$ cat src/rtl/dec_arb_pkg.sv
// rtl/dec_arb_pkg.sv - shared types, defaults and helpers for the decoder round-robin arbiter
//
// Contents:
//   DEC_ARB_N_DEFAULT        default requester count
//   DEC_ARB_MAX_HOLD_DEFAULT default grant-hold limit (ARB_TIMEOUT_EN builds)
//   arb_state_e              arbiter FSM state
//   mod_inc()                modulo-n increment used for the priority pointer
package dec_arb_pkg;

    localparam int DEC_ARB_N_DEFAULT        = 4;
    localparam int DEC_ARB_MAX_HOLD_DEFAULT = 8;

    typedef enum logic {
        IDLE  = 1'b0,
        GRANT = 1'b1
    } arb_state_e;

    function automatic int unsigned mod_inc(input int unsigned v, input int unsigned n);
        return (v + 1 >= n) ? 0 : v + 1;
    endfunction

endpackage

$ cat src/rtl/dec_n_en.sv
// rtl/dec_n_en.sv - N-output binary decoder with enable
//
// Ports:
//   E  in   1          enable; Y is all zero when low
//   A  in   $clog2(N)  address to decode
//   Y  out  N          one-hot of A when E=1
module dec_n_en #(
    parameter int N = 4
) (
    input  logic                 E,
    input  logic [$clog2(N)-1:0] A,
    output logic [N-1:0]         Y
);

    always_comb begin
        Y = '0;
        if (E) begin
            Y = N'(1) << A;
        end
    end

endmodule

$ cat src/rtl/dec_rr_arbiter.sv
// rtl/dec_rr_arbiter.sv - round-robin arbiter driving a shared enabled decoder
//
// Ports:
//   clk        in   1      rising-edge clock
//   rst        in   1      asynchronous active-high reset
//   req        in   N      level requests, held until done with the resource
//   gnt        out  N      one-hot grant (decoder output), zero when idle
//   gnt_idx    out  IDX_W  index of granted agent (decoder address)
//   gnt_valid  out  1      grant active (decoder enable)
//   preempt    out  1      one-cycle pulse on forced release
//
// Optional: define ARB_TIMEOUT_EN to force release after MAX_HOLD grant cycles;
// otherwise a grant is held while its request stays high and preempt is 0.
module dec_rr_arbiter
    import dec_arb_pkg::*;
#(
    parameter int N        = DEC_ARB_N_DEFAULT,
    parameter int MAX_HOLD = DEC_ARB_MAX_HOLD_DEFAULT
) (
    input  logic                 clk,
    input  logic                 rst,
    input  logic [N-1:0]         req,
    output logic [N-1:0]         gnt,
    output logic [$clog2(N)-1:0] gnt_idx,
    output logic                 gnt_valid,
    output logic                 preempt
);

    localparam int IDX_W = $clog2(N);

    if (N < 2 || (N & (N - 1)) != 0 || MAX_HOLD < 2) begin : g_bad_params
        $error("dec_rr_arbiter: N must be a power of two >= 2 and MAX_HOLD >= 2");
    end

    arb_state_e       state_q, state_d;
    logic [IDX_W-1:0] ptr_q, ptr_d;
    logic [IDX_W-1:0] idx_q, idx_d;
    logic [IDX_W-1:0] pick, cand, idx_next;
    logic             pick_found;

    // First requester at or after ptr; the IDX_W-bit add wraps modulo N
    // because N is a power of two.
    always_comb begin
        pick       = '0;
        pick_found = 1'b0;
        cand       = '0;
        for (int i = 0; i < N; i++) begin
            cand = ptr_q + IDX_W'(i);
            if (!pick_found && req[cand]) begin
                pick       = cand;
                pick_found = 1'b1;
            end
        end
    end

    assign idx_next = IDX_W'(mod_inc(32'(idx_q), N));

`ifdef ARB_TIMEOUT_EN
    localparam int HOLD_W = $clog2(MAX_HOLD);

    logic [HOLD_W-1:0] hold_q, hold_d;
    logic              preempt_q, preempt_d;

    always_comb begin
        state_d   = state_q;
        ptr_d     = ptr_q;
        idx_d     = idx_q;
        hold_d    = hold_q;
        preempt_d = 1'b0;
        case (state_q)
            IDLE: begin
                if (pick_found) begin
                    idx_d   = pick;
                    hold_d  = '0;
                    state_d = GRANT;
                end
            end
            GRANT: begin
                if (!req[idx_q]) begin
                    ptr_d   = idx_next;
                    state_d = IDLE;
                end else if (hold_q == HOLD_W'(MAX_HOLD - 1)) begin
                    // Forced release: the holder drops to lowest priority.
                    ptr_d     = idx_next;
                    state_d   = IDLE;
                    preempt_d = 1'b1;
                end else begin
                    hold_d = hold_q + HOLD_W'(1);
                end
            end
            default: state_d = IDLE;
        endcase
    end

    always_ff @(posedge clk or posedge rst) begin
        if (rst) begin
            hold_q    <= '0;
            preempt_q <= 1'b0;
        end else begin
            hold_q    <= hold_d;
            preempt_q <= preempt_d;
        end
    end

    assign preempt = preempt_q;
`else
    always_comb begin
        state_d = state_q;
        ptr_d   = ptr_q;
        idx_d   = idx_q;
        case (state_q)
            IDLE: begin
                if (pick_found) begin
                    idx_d   = pick;
                    state_d = GRANT;
                end
            end
            GRANT: begin
                if (!req[idx_q]) begin
                    ptr_d   = idx_next;
                    state_d = IDLE;
                end
            end
            default: state_d = IDLE;
        endcase
    end

    assign preempt = 1'b0;
`endif

    always_ff @(posedge clk or posedge rst) begin
        if (rst) begin
            state_q <= IDLE;
            ptr_q   <= '0;
            idx_q   <= '0;
        end else begin
            state_q <= state_d;
            ptr_q   <= ptr_d;
            idx_q   <= idx_d;
        end
    end

    assign gnt_valid = (state_q == GRANT);
    assign gnt_idx   = idx_q;

    dec_n_en #(
        .N(N)
    ) u_dec (
        .E(gnt_valid),
        .A(idx_q),
        .Y(gnt)
    );

endmodule

$ cat config.mk
export PLATFORM = sky130hd
export DESIGN_NAME = dec_rr_arbiter
export DESIGN_NICKNAME = d
export VERILOG_FILES = /design/src/rtl/dec_arb_pkg.sv /design/src/rtl/dec_n_en.sv /design/src/rtl/dec_rr_arbiter.sv
export SDC_FILE = /design/constraint.sdc
export NUM_CORES = 1
export LEC_CHECK = 0
export ABC_CLOCK_PERIOD_IN_PS = 3330
export BUFFER_PORTS_ARGS = -buffer_cell sky130_fd_sc_hd__buf_4
export CORE_AREA = 2 2 39 41
export CTS_CLUSTER_SIZE = 25
export DETAILED_ROUTE_END_ITERATION = 12
export DIE_AREA = 0 0 41 43
export PLACE_DENSITY = 0.54
export SKIP_LAST_GASP = 1
export SLEW_MARGIN = 10
export SYNTH_ARGS = -nofsm -noshare
export SYNTH_HDL_FRONTEND = slang
export SYNTH_SLANG_ARGS = --single-unit
export TNS_END_PERCENT = 30
$ cat constraint.sdc
create_clock -name clk -period 3.33 [get_ports clk]
set_clock_uncertainty 0.1 [all_clocks]
set_input_delay 0.1665 -clock clk [delete_from_list [all_inputs] [get_ports clk]]
set_output_delay 0.1665 -clock clk [all_outputs]
set_load 0.02 [all_outputs]
==> Yosys cells after proc, flatten, opt, wreduce, memory -nomap -nowiden <==
Cells that the tools add are included.
{ "word_totals": {"reg_bits": 5, "input_bits": 6, "out_inout_bits": 8, "word_cells": 47} }
{ "op_classes": {"add_sub_neg": 4, "order_cmp": 6, "shift": 1, "muxes": 23, "bitwise": 2, "n_reduce_logical": 8} }
{ "ops": {"columns": ["operator", "n"], "rows": [
  ["< comparator 2 x 3 -> 1 bit (second input constant)", 5],
  ["two-way mux 1 bit", 11],
  ["binary-select mux 1 bit (select 2 bit)", 5],
  ["two-way mux 2 bit", 5],
  ["adder 2 bit (second input constant)", 2],
  ["two-way mux 4 bit", 1],
  ["AND reduction 2 bit", 2],
  ["<< shifter 1 x 2 -> 4 bit (first input constant)", 1],
  ["adder 2 x 1 -> 3 bit (second input constant)", 1],
  ["greater-or-equal comparator 3 bit (second input constant)", 1],
  ["logical AND 1 bit", 3],
  ["zero test 1 bit", 3],
  ["adder 2 x 1 -> 2 bit (second input constant)", 1],
  ["NOT 1 bit", 2],
  ["one-hot mux 1 bit (2 select lines)", 1]
]} }

==> Longest topological paths before layout <==
Gate-level depths: netlist of run 1.
{ "depth": {"ltp_word": 14, "depth_mapped": 4} }

==> Modules after synthesis <==
A second synthesis of run 1 with hierarchy kept.
{ "hier_totals": {"cells_unflattened": 38, "hier_area_um2": 361.6} }
{ "by_module_without_submodules": {"columns": ["mod", "instances", "cells_each", "area_per_inst_um2", "seq_area_each_um2"], "rows": [
  ["dec_rr_arbiter", 1, 34, 324.1, 125.1],
  ["dec_n_en", 1, 4, 37.5, 0.0]
]} }

==> Worst setup path after synthesis of run 1 <==
OpenSTA, ideal clock, no wires.
{ "synth_path": {"kind": "reg2reg", "start": "reg idx_q[0] (netlist: gnt_idx[0])", "end": "reg ptr_q[1]", "setup_time_ns": 0.127, "arrival_ns": 1.511, "setup_slack_ns": 1.592, "stages_incl_launch_ff": 4, "n_path_buf": 0, "synth_period_minus_slack_ns": 1.738, "cell_sequence": "dfrtp_1 mux4_2 nor2b_2 mux2_1"} }
{ "synth_between": {"elab_chain_len": 4, "elab_cells_between_ends": 7, "cone_classes": "1 x add/sub; 1 x order compare; 3 x mux; 1 x bitwise; 1 x reduce/logical"} }
{ "synth_lines": {"columns": ["item", "line", "rtl"], "rows": [
  ["start: declaration", "dec_rr_arbiter.sv:37", "logic [IDX_W-1:0] idx_q, idx_d;"],
  ["start signal: assignment", "dec_rr_arbiter.sv:139", "idx_q <= idx_d;"],
  ["branches (longest 4 deep; another with adder 2 x 1 -> 3 bit)", null, null],
  ["end signal: assignment", "dec_rr_arbiter.sv:138", "ptr_q <= ptr_d;"],
  ["end: declaration", "dec_rr_arbiter.sv:36", "logic [IDX_W-1:0] ptr_q, ptr_d;"]
]} }
Parallel ways; which one is timed is not known. The select of a mux whose other input is x is not followed.
A chain may end at the register's enable or synchronous reset.

==> Worst setup path in the final report of run 1 <==
Ends and elaborated chain as after synthesis.

==> impl_metrics.csv, run 1 <==
group,metric,value,unit
synthesis,postSynth.asyncResetShare,100,%
clock_tree,cts_buffers,3,
worst_setup_path,slowest_stage,"mux4_2",
power_and_ir_drop,p_sw_share,44.2,%
clock_tree,root_buffer,"clkbuf_4",
global_route,grt_start_max_net_pins,13,
worst_setup_path,crit_chain,"mux4_2 > nor2b_2 > mux2_1",
placed_design,gp_congestion,0.812,
global_route,grt_pass1_vias,356,
power_and_ir_drop,internal-power,0.283,mW
worst_setup_path,cp_max_fo,7,
worst_setup_path,r2r-end,"ptr_q[1]$_DFFE_PP0P_",
synthesis,yosysWarnings,0,
detailed_routing,final_antenna_net_count,0,
die,start_util,31.7,%
global_route,grt_overflow_total,0,
finish,drive_gt1_share,29.0,%
die,io_pins,14,
clock_tree,h-tree-depth,1,
worst_setup_path,ff2ff_setup_slack,1.62,ns
clock_tree,cts_tree,"built",
worst_setup_path,start_kind,"register",
clock_tree,clk-insertion-delay-late,0.24,ns
sta,finalMaxSlewViolations,0,
placed_design,portBuffers,12,
power_and_ir_drop,powerDensity,882,nW/um^2
clock_tree,clk_pin_slew,0.04,ns
worst_setup_path,rr_startpoint,"gnt_idx[0]$_DFFE_PP0P_",
worst_setup_path,cp.depth,3,
finish,num_antenna_cells,0,
placed_design,dpl.hpwl,680,um
detailed_routing,drcViolationCount,0,
synthesis,syn-num-nets,57,
sta,finalHoldViolCount,0,
synthesis,synth_seq_cells,5,
worst_setup_path,cp.buffers_inverters,0,
min_path,hp-class,"primary input to register",
worst_setup_path,required,3.34,ns
synthesis,ys.flop_type,"dfrtp_1",
sta,min_period_over_period,51.5,%
power_and_ir_drop,pwr-share-clk,13.5,%
die,die-width,41,um
die,rows,14,
outcome,status,"finished clean",
clock_tree,cts_max_path_buffers,2,
worst_setup_path,cp-end-kind,"register",
sta,period_minus_slack,1.71,ns
detailed_routing,detailedRoute.firstIterationViolations,3,
global_route,antenna_found_initial,0,
detailed_routing,routed_wl,904,um
sta,rsz0062_at_grt,"no",
detailed_routing,drtPass1Iterations,4,
die,floorplan.die.height,43,um
global_route,grt.total_usage,13.2,%
worst_setup_path,cp-endpoint,"ptr_q[1]$_DFFE_PP0P_",
power_and_ir_drop,power_frac_comb,56.3,%
worst_setup_path,arrival,1.73,ns
worst_setup_path,critPathKind,"register to register",
synthesis,ys_types,24,
power_and_ir_drop,vdd_drop_max,0.432,mV
synthesis,avgSynthCellArea,9.34,um^2
finish,num-nets-final,73,
sta,setup_tns,0,ns
power_and_ir_drop,seqPwrFrac,30.3,%
worst_setup_path,crit_path_start,"gnt_idx[0]$_DFFE_PP0P_",
detailed_routing,wire_per_inst,11.6,um
power_and_ir_drop,p_leak,0.276,nW
detailed_routing,via_count,362,
worst_setup_path,r2r.worst_path.cells,3,
worst_setup_path,slowest_delay,0.57,ns
sta,final-setup-viol-count,0,
synthesis,syn_area,439,um^2
finish,syn_to_final_growth,30.8,%
die,die-area,1760,um^2
power_and_ir_drop,total_power,0.507,mW
detailed_routing,viasPerCell,4.64,
synthesis,synth-seq-area-share,28.5,%
synthesis,synth-edff-count,0,
placed_design,placed_area,538,um^2
synthesis,synth_cells,47,
finish,final_area,574,um^2
power_and_ir_drop,netSwitchingPower,0.224,mW
clock_tree,cts_sinks,5,
worst_setup_path,crit_family,"multiplexers",
die,core_area,1380,um^2
clock_tree,post_cts_buffers,0,
sta,fmax,583,MHz
global_route,grt_pass1_wl,1.52,mm
flow_run,cap_viol_max_count,0,
==> layer usage <==
layer | up-vias | track usage, % | wire, um
li1 | 193 | - | -
met4 | 0 | 8.00 | 0
met2 | 10 | 17.5 | 412
met3 | 0 | 3.14 | 44
met5 | - | 0 | 0
met1 | 159 | 18.5 | 447
==> flip-flops by register name, indices dropped and copies added, names as in the netlist <==
signal and flops:
gnt_valid 1, ptr_q 2, gnt_idx 2
==> cell usage after synthesis (2+ instances only) <==
| library cell | count | share of area [%] |
|---|---|---|
| dfrtp_1 | 5 | 28 |
| and2_1 | 4 | 5.7 |
| ha_1 | 4 | 11 |
| inv_1 | 4 | 3.4 |
| mux2i_1 | 3 | 6.8 |
| nand2_1 | 3 | 2.6 |
| nor2b_1 | 3 | 4.3 |
| o21ai_0 | 3 | 3.4 |
| a21oi_1 | 2 | 2.3 |
| nand2b_1 | 2 | 2.8 |
==> cells by family (layout without fill, tap and decap cells) <==
family / count (synthesis) / count (layout) / share of synthesized area [%]
and+or+nand+nor: 16 / 16 / 21.9
AOI/OAI and AO/OA: 10 / 10 / 16.8
buffers and inverters: 6 / 21 / 5.98
muxes: 5 / 5 / 14.5
DFF: 5 / 5 / 28.5
adders and majority gates: 4 / 4 / 11.4
other: 1 / 1 / 0.854
==> layout make-up <==
type / instances / area [um^2]
clock buffer: 4 / 26.3
inverter: 4 / 15.0
timing repair buffer: 13 / 100
fill: 143 / 810
sequential: 5 / 125
multi-input combinational: 36 / 288
tap: 16 / 20.0
==> how the worst min path moves through the flow <==
| stage | start | endpoint | slack [ns] | cells after the start |
|---|---|---|---|---|
| final | req[1] | gnt_idx[1]$_DFFE_PP0P_ | 0.26 | 4 |
| after global routing | req[1] | gnt_idx[1]$_DFFE_PP0P_ | 0.29 | 4 |
| after CTS | req[1] | gnt_idx[1]$_DFFE_PP0P_ | 0.24 | 4 |
| after detailed placement | rst | ptr_q[0]$_DFFE_PP0P_ | -0.02 | 2 |
| after global placement | rst | gnt_valid$_DFF_PP0_ | -0.02 | 2 |
| after floorplan | rst | gnt_idx[0]$_DFFE_PP0P_ | -0.15 | 1 |
==> power by group through the flow <==
stage | clock, mW | sequential, mW | combinational [mW]
6_report | 0.0682 | 0.153 | 0.285
5_1_grt | 0.0743 | 0.162 | 0.321
4_1_cts | 0.0725 | 0.152 | 0.290
3_5_place_dp | 0 | 0.154 | 0.288
3_3_place_gp | 0 | 0.155 | 0.286
2_1_floorplan | 0 | 0.153 | 0.185
==> placed cells by master, fill, tap and decap left out <==
cell	instances
clkbuf_4	3
buf_4	12
nor2b_1	3
mux4_2	1
nand2_1	3
nand2b_1	2
nor4_1	1
dlygate4sd3_1	1
o21a_1	1
nor3b_1	1
inv_1	4
o41ai_2	1
and2_1	4
conb_1	1
mux2_1	1
a311oi_1	1
o31ai_1	1
a21oi_1	2
o2bb2ai_1	1
nor2b_2	1
or2_1	1
o21ai_0	3
mux2i_1	3
ha_1	4
clkbuf_1	1
dfrtp_1	5
==> repair_timing <==
item / 4_1_cts / 5_1_grt
resized for setup: 0 / 0
hold buffers: 1 / 0
hold endpoints to repair: 5 / 0
==> metrics by stage <==
stage / hold WS (ns) / setup slack [ns] / utilization [%] / std cells
6_report: 0.255 / 1.62 / 41.5 / 78
5_1_grt: 0.288 / 1.55 / 41.5 / 78
4_1_cts: 0.241 / 1.61 / 41.5 / 78
3_5_place_dp: -0.0199 / 1.62 / 38.9 / 73
3_3_place_gp: -0.0172 / 1.67 / 38.9 / 73
2_1_floorplan: -0.155 / 1.59 / - / 47
==> worst reg2reg max path, stage by stage, from the launching register on <==
cell     delay, ns
dfrtp_1       0.48
mux4_2        0.57
nor2b_2       0.13
mux2_1        0.32
No activity file was read; power rests on OpenSTA's default activity.
==> inputs of run 2 (changes only) <==
ABC_AREA = 1   (was unset)
ABC_CLOCK_PERIOD_IN_PS = 1700   (was 3330)
PLACE_DENSITY = 0.67   (was 0.54)
clock period = 1.7 ns   (was 3.33 ns; I/O delays follow)
==> run 2 against run 1 <==
Against the previous run:
- sequential power is 110% higher
- routed wire length rose by 45%
- worst hold slack worse by 0.071 ns
- clock power is 110% higher
- area after synthesis rose by 37%
- non-clock buffer count is 1 higher
- maximum frequency increased by 12%
- power grew to 3.0 times the previous value
- utilization up 12 points
- sequential share of layout area is 4.7 points lower
==> impl_metrics.csv, run 2 <==
group,metric,value,unit
finish,nFillCells,144,
synthesis,synth-edff-count,0,
synthesis,syn_area,602,um^2
clock_tree,cts_tree,"built",
global_route,grt.total_usage,17.1,%
sta,period_minus_slack,1.53,ns
die,start_util,43.5,%
placed_design,gp_congestion,0.734,
worst_setup_path,ff2ff_setup_slack,0.17,ns
finish,syn_to_final_growth,23.1,%
sta,rsz0062_at_grt,"no",
clock_tree,cts_sinks,5,
synthesis,synth_area_leader_cell,"nand2_1",
synthesis,synth_cells,101,
synthesis,synth_seq_cells,5,
die,die-area,1760,um^2
global_route,antenna_found_initial,0,
flow_run,cap_viol_max_count,0,
detailed_routing,via_count,600,
min_path,min_from,"req[3]",
finish,layout_common_cells,"nand2_1, inv_1, buf_4",
worst_setup_path,critPathKind,"register to register",
worst_setup_path,crit_path_start,"ptr_q[0]$_DFFE_PP0P_",
detailed_routing,viasPerCell,4.51,
clock_tree,clk_pin_slew,0.05,ns
finish,seqCellArea,126,um^2
worst_setup_path,rr_startpoint,"ptr_q[0]$_DFFE_PP0P_",
die,rows,14,
worst_setup_path,arrival,1.56,ns
worst_setup_path,cp-end-kind,"register",
min_path,hp-class,"primary input to register",
clock_tree,clk-insertion-delay-late,0.24,ns
global_route,grt_start_max_net_pins,11,
finish,num-nets-final,128,
detailed_routing,wire_per_inst,9.84,um
placed_design,portBuffers,12,
sta,finalMaxSlewViolations,0,
synthesis,synth_common_cells,"nand2_1, inv_1, nand2_2",
sta,finalHoldViolCount,0,
synthesis,ys.flop_type,"dfrtp_1",
synthesis,ys_types,19,
outcome,status,"finished clean",
sta,fmax,655,MHz
finish,num_antenna_cells,0,
worst_setup_path,cp_max_fo,9,
clock_tree,root_buffer,"clkbuf_4",
clock_tree,h-tree-depth,1,
die,core_area,1380,um^2
global_route,grt_overflow_total,0,
placed_design,dpl.hpwl,1.04,mm
clock_tree,cts_buffers,3,
synthesis,synth-seq-area-share,20.8,%
sta,min_period_over_period,89.8,%
synthesis,synth.most_common_cell,"nand2_1",
power_and_ir_drop,p_leak,0.461,nW
global_route,grt_pass1_vias,546,
sta,final-setup-viol-count,0,
sta,setup_tns,0,ns
detailed_routing,drtPass1Iterations,4,
synthesis,synth_top_area_share,24.9,%
finish,layout_commonest_cell,"nand2_1",
finish,multi_input_area,394,um^2
detailed_routing,drcViolationCount,0,
power_and_ir_drop,powerDensity,2040,nW/um^2
global_route,grt_pass1_wl,2.11,mm
power_and_ir_drop,total_power,1.51,mW
synthesis,postSynth.asyncResetShare,100,%
worst_setup_path,required,1.73,ns
detailed_routing,detailedRoute.firstIterationViolations,7,
synthesis,yosysWarnings,0,
die,die-width,41,um
detailed_routing,final_antenna_net_count,0,
synthesis,synth.area.top_cells,"nand2_1, dfrtp_1, nand2_2",
clock_tree,cts_max_path_buffers,2,
die,floorplan.die.height,43,um
finish,drive_gt1_share,28.2,%
detailed_routing,routed_wl,1.31,mm
die,io_pins,14,
synthesis,avgSynthCellArea,5.96,um^2
worst_setup_path,start_kind,"register",
power_and_ir_drop,vdd_drop_max,0.882,mV
sta,hold_ws,0.184,ns
synthesis,syn-num-nets,111,
run 2: cell count changes after synthesis, sizes merged, moves of 3 or more:
cell / previous run / this run
and2: 4 / 1
inv: 4 / 17
mux2i: 3 / 0
nand2: 3 / 49
nand3: 0 / 8
nor2: 0 / 5
nor2b: 4 / 0
run 2: critical path, cell delays in order, from the launching register on:
cell,delay (ns)
dfrtp_2,0.48
buf_4,0.17
nand2_1,0.07
nand2_2,0.06
nand2_1,0.08
nand2_2,0.07
nor2_4,0.09
nand3_2,0.08
nand2_2,0.10
inv_2,0.03
nand2_1,0.05
nand2_1,0.04
run 2: layout make-up:
type	instances	share of cell area, %
flip-flops and latches	5	17.1
inverters	17	8.95
clock buffers	4	3.55
repair buffers	14	14.5
multi-input cells	77	53.2
well taps	16	2.70
run 2: what timing repair did:
| action | in CTS | in global routing |
|---|---|---|
| endpoints found under the setup margin | 0 | 1 |
| hold buffers | 1 | 0 |
| buffers inserted | 0 | 0 |
| resized for setup | 0 | 2 |
| endpoints found under the hold margin | 5 | 0 |
run 2: worst paths after layout:
check / end / cells after the start
max reg2reg: gnt_idx[1]$_DFFE_PP0P_ / 11
max: gnt_idx[1]$_DFFE_PP0P_ / 11
min: gnt_valid$_DFF_PP0_ / 5
min in group asynchronous: gnt_idx[1]$_DFFE_PP0P_ / 3
min reg2reg: gnt_idx[1]$_DFFE_PP0P_ / 2
max in group asynchronous: ptr_q[0]$_DFFE_PP0P_ / 3
run 2: routing by layer:
| layer | up-vias | wire [um] | global-route usage, % |
|---|---|---|---|
| li1 | 336 | - | - |
| met1 | 257 | 612 | 22.8 |
| met2 | 7 | 668 | 27.5 |
| met3 | 0 | 28 | 4.71 |
| met4 | 0 | 0 | 2.00 |
| met5 | - | 0 | 0 |
run 2: kinds of logic (layout without fill, tap and decap cells):
logic type	count (synthesis)	count (layout)	synth area share, %
AO/OA/AOI/OAI	7	7	6.24
adder cells (fa/ha/maj)	4	4	8.32
buffers and inverters	19	35	13.7
flip-flops	5	5	20.8
other	1	1	0.623
AND/OR/NAND/NOR	65	65	50.3
run 2: power breakdown:
part / total, mW / switching [mW] / internal, mW
clock: 0.141 / 0.0524 / 0.0890
combinational: 1.05 / 0.645 / 0.405
sequential: 0.318 / 0.133 / 0.185
total: 1.51 / 0.830 / 0.679
run 2: per-stage QoR:
stage / util, % / instance area (um^2) / setup slack [ns] / cells
CTS: 53.3 / 737 / 0.117 / 133
detailed placement: 50.6 / 701 / 0.130 / 128
global placement: 50.6 / 701 / 0.163 / 128
finish: 53.5 / 741 / 0.173 / 133
floorplan: - / 602 / 0.351 / 101
global route: 53.5 / 741 / 0.0523 / 133
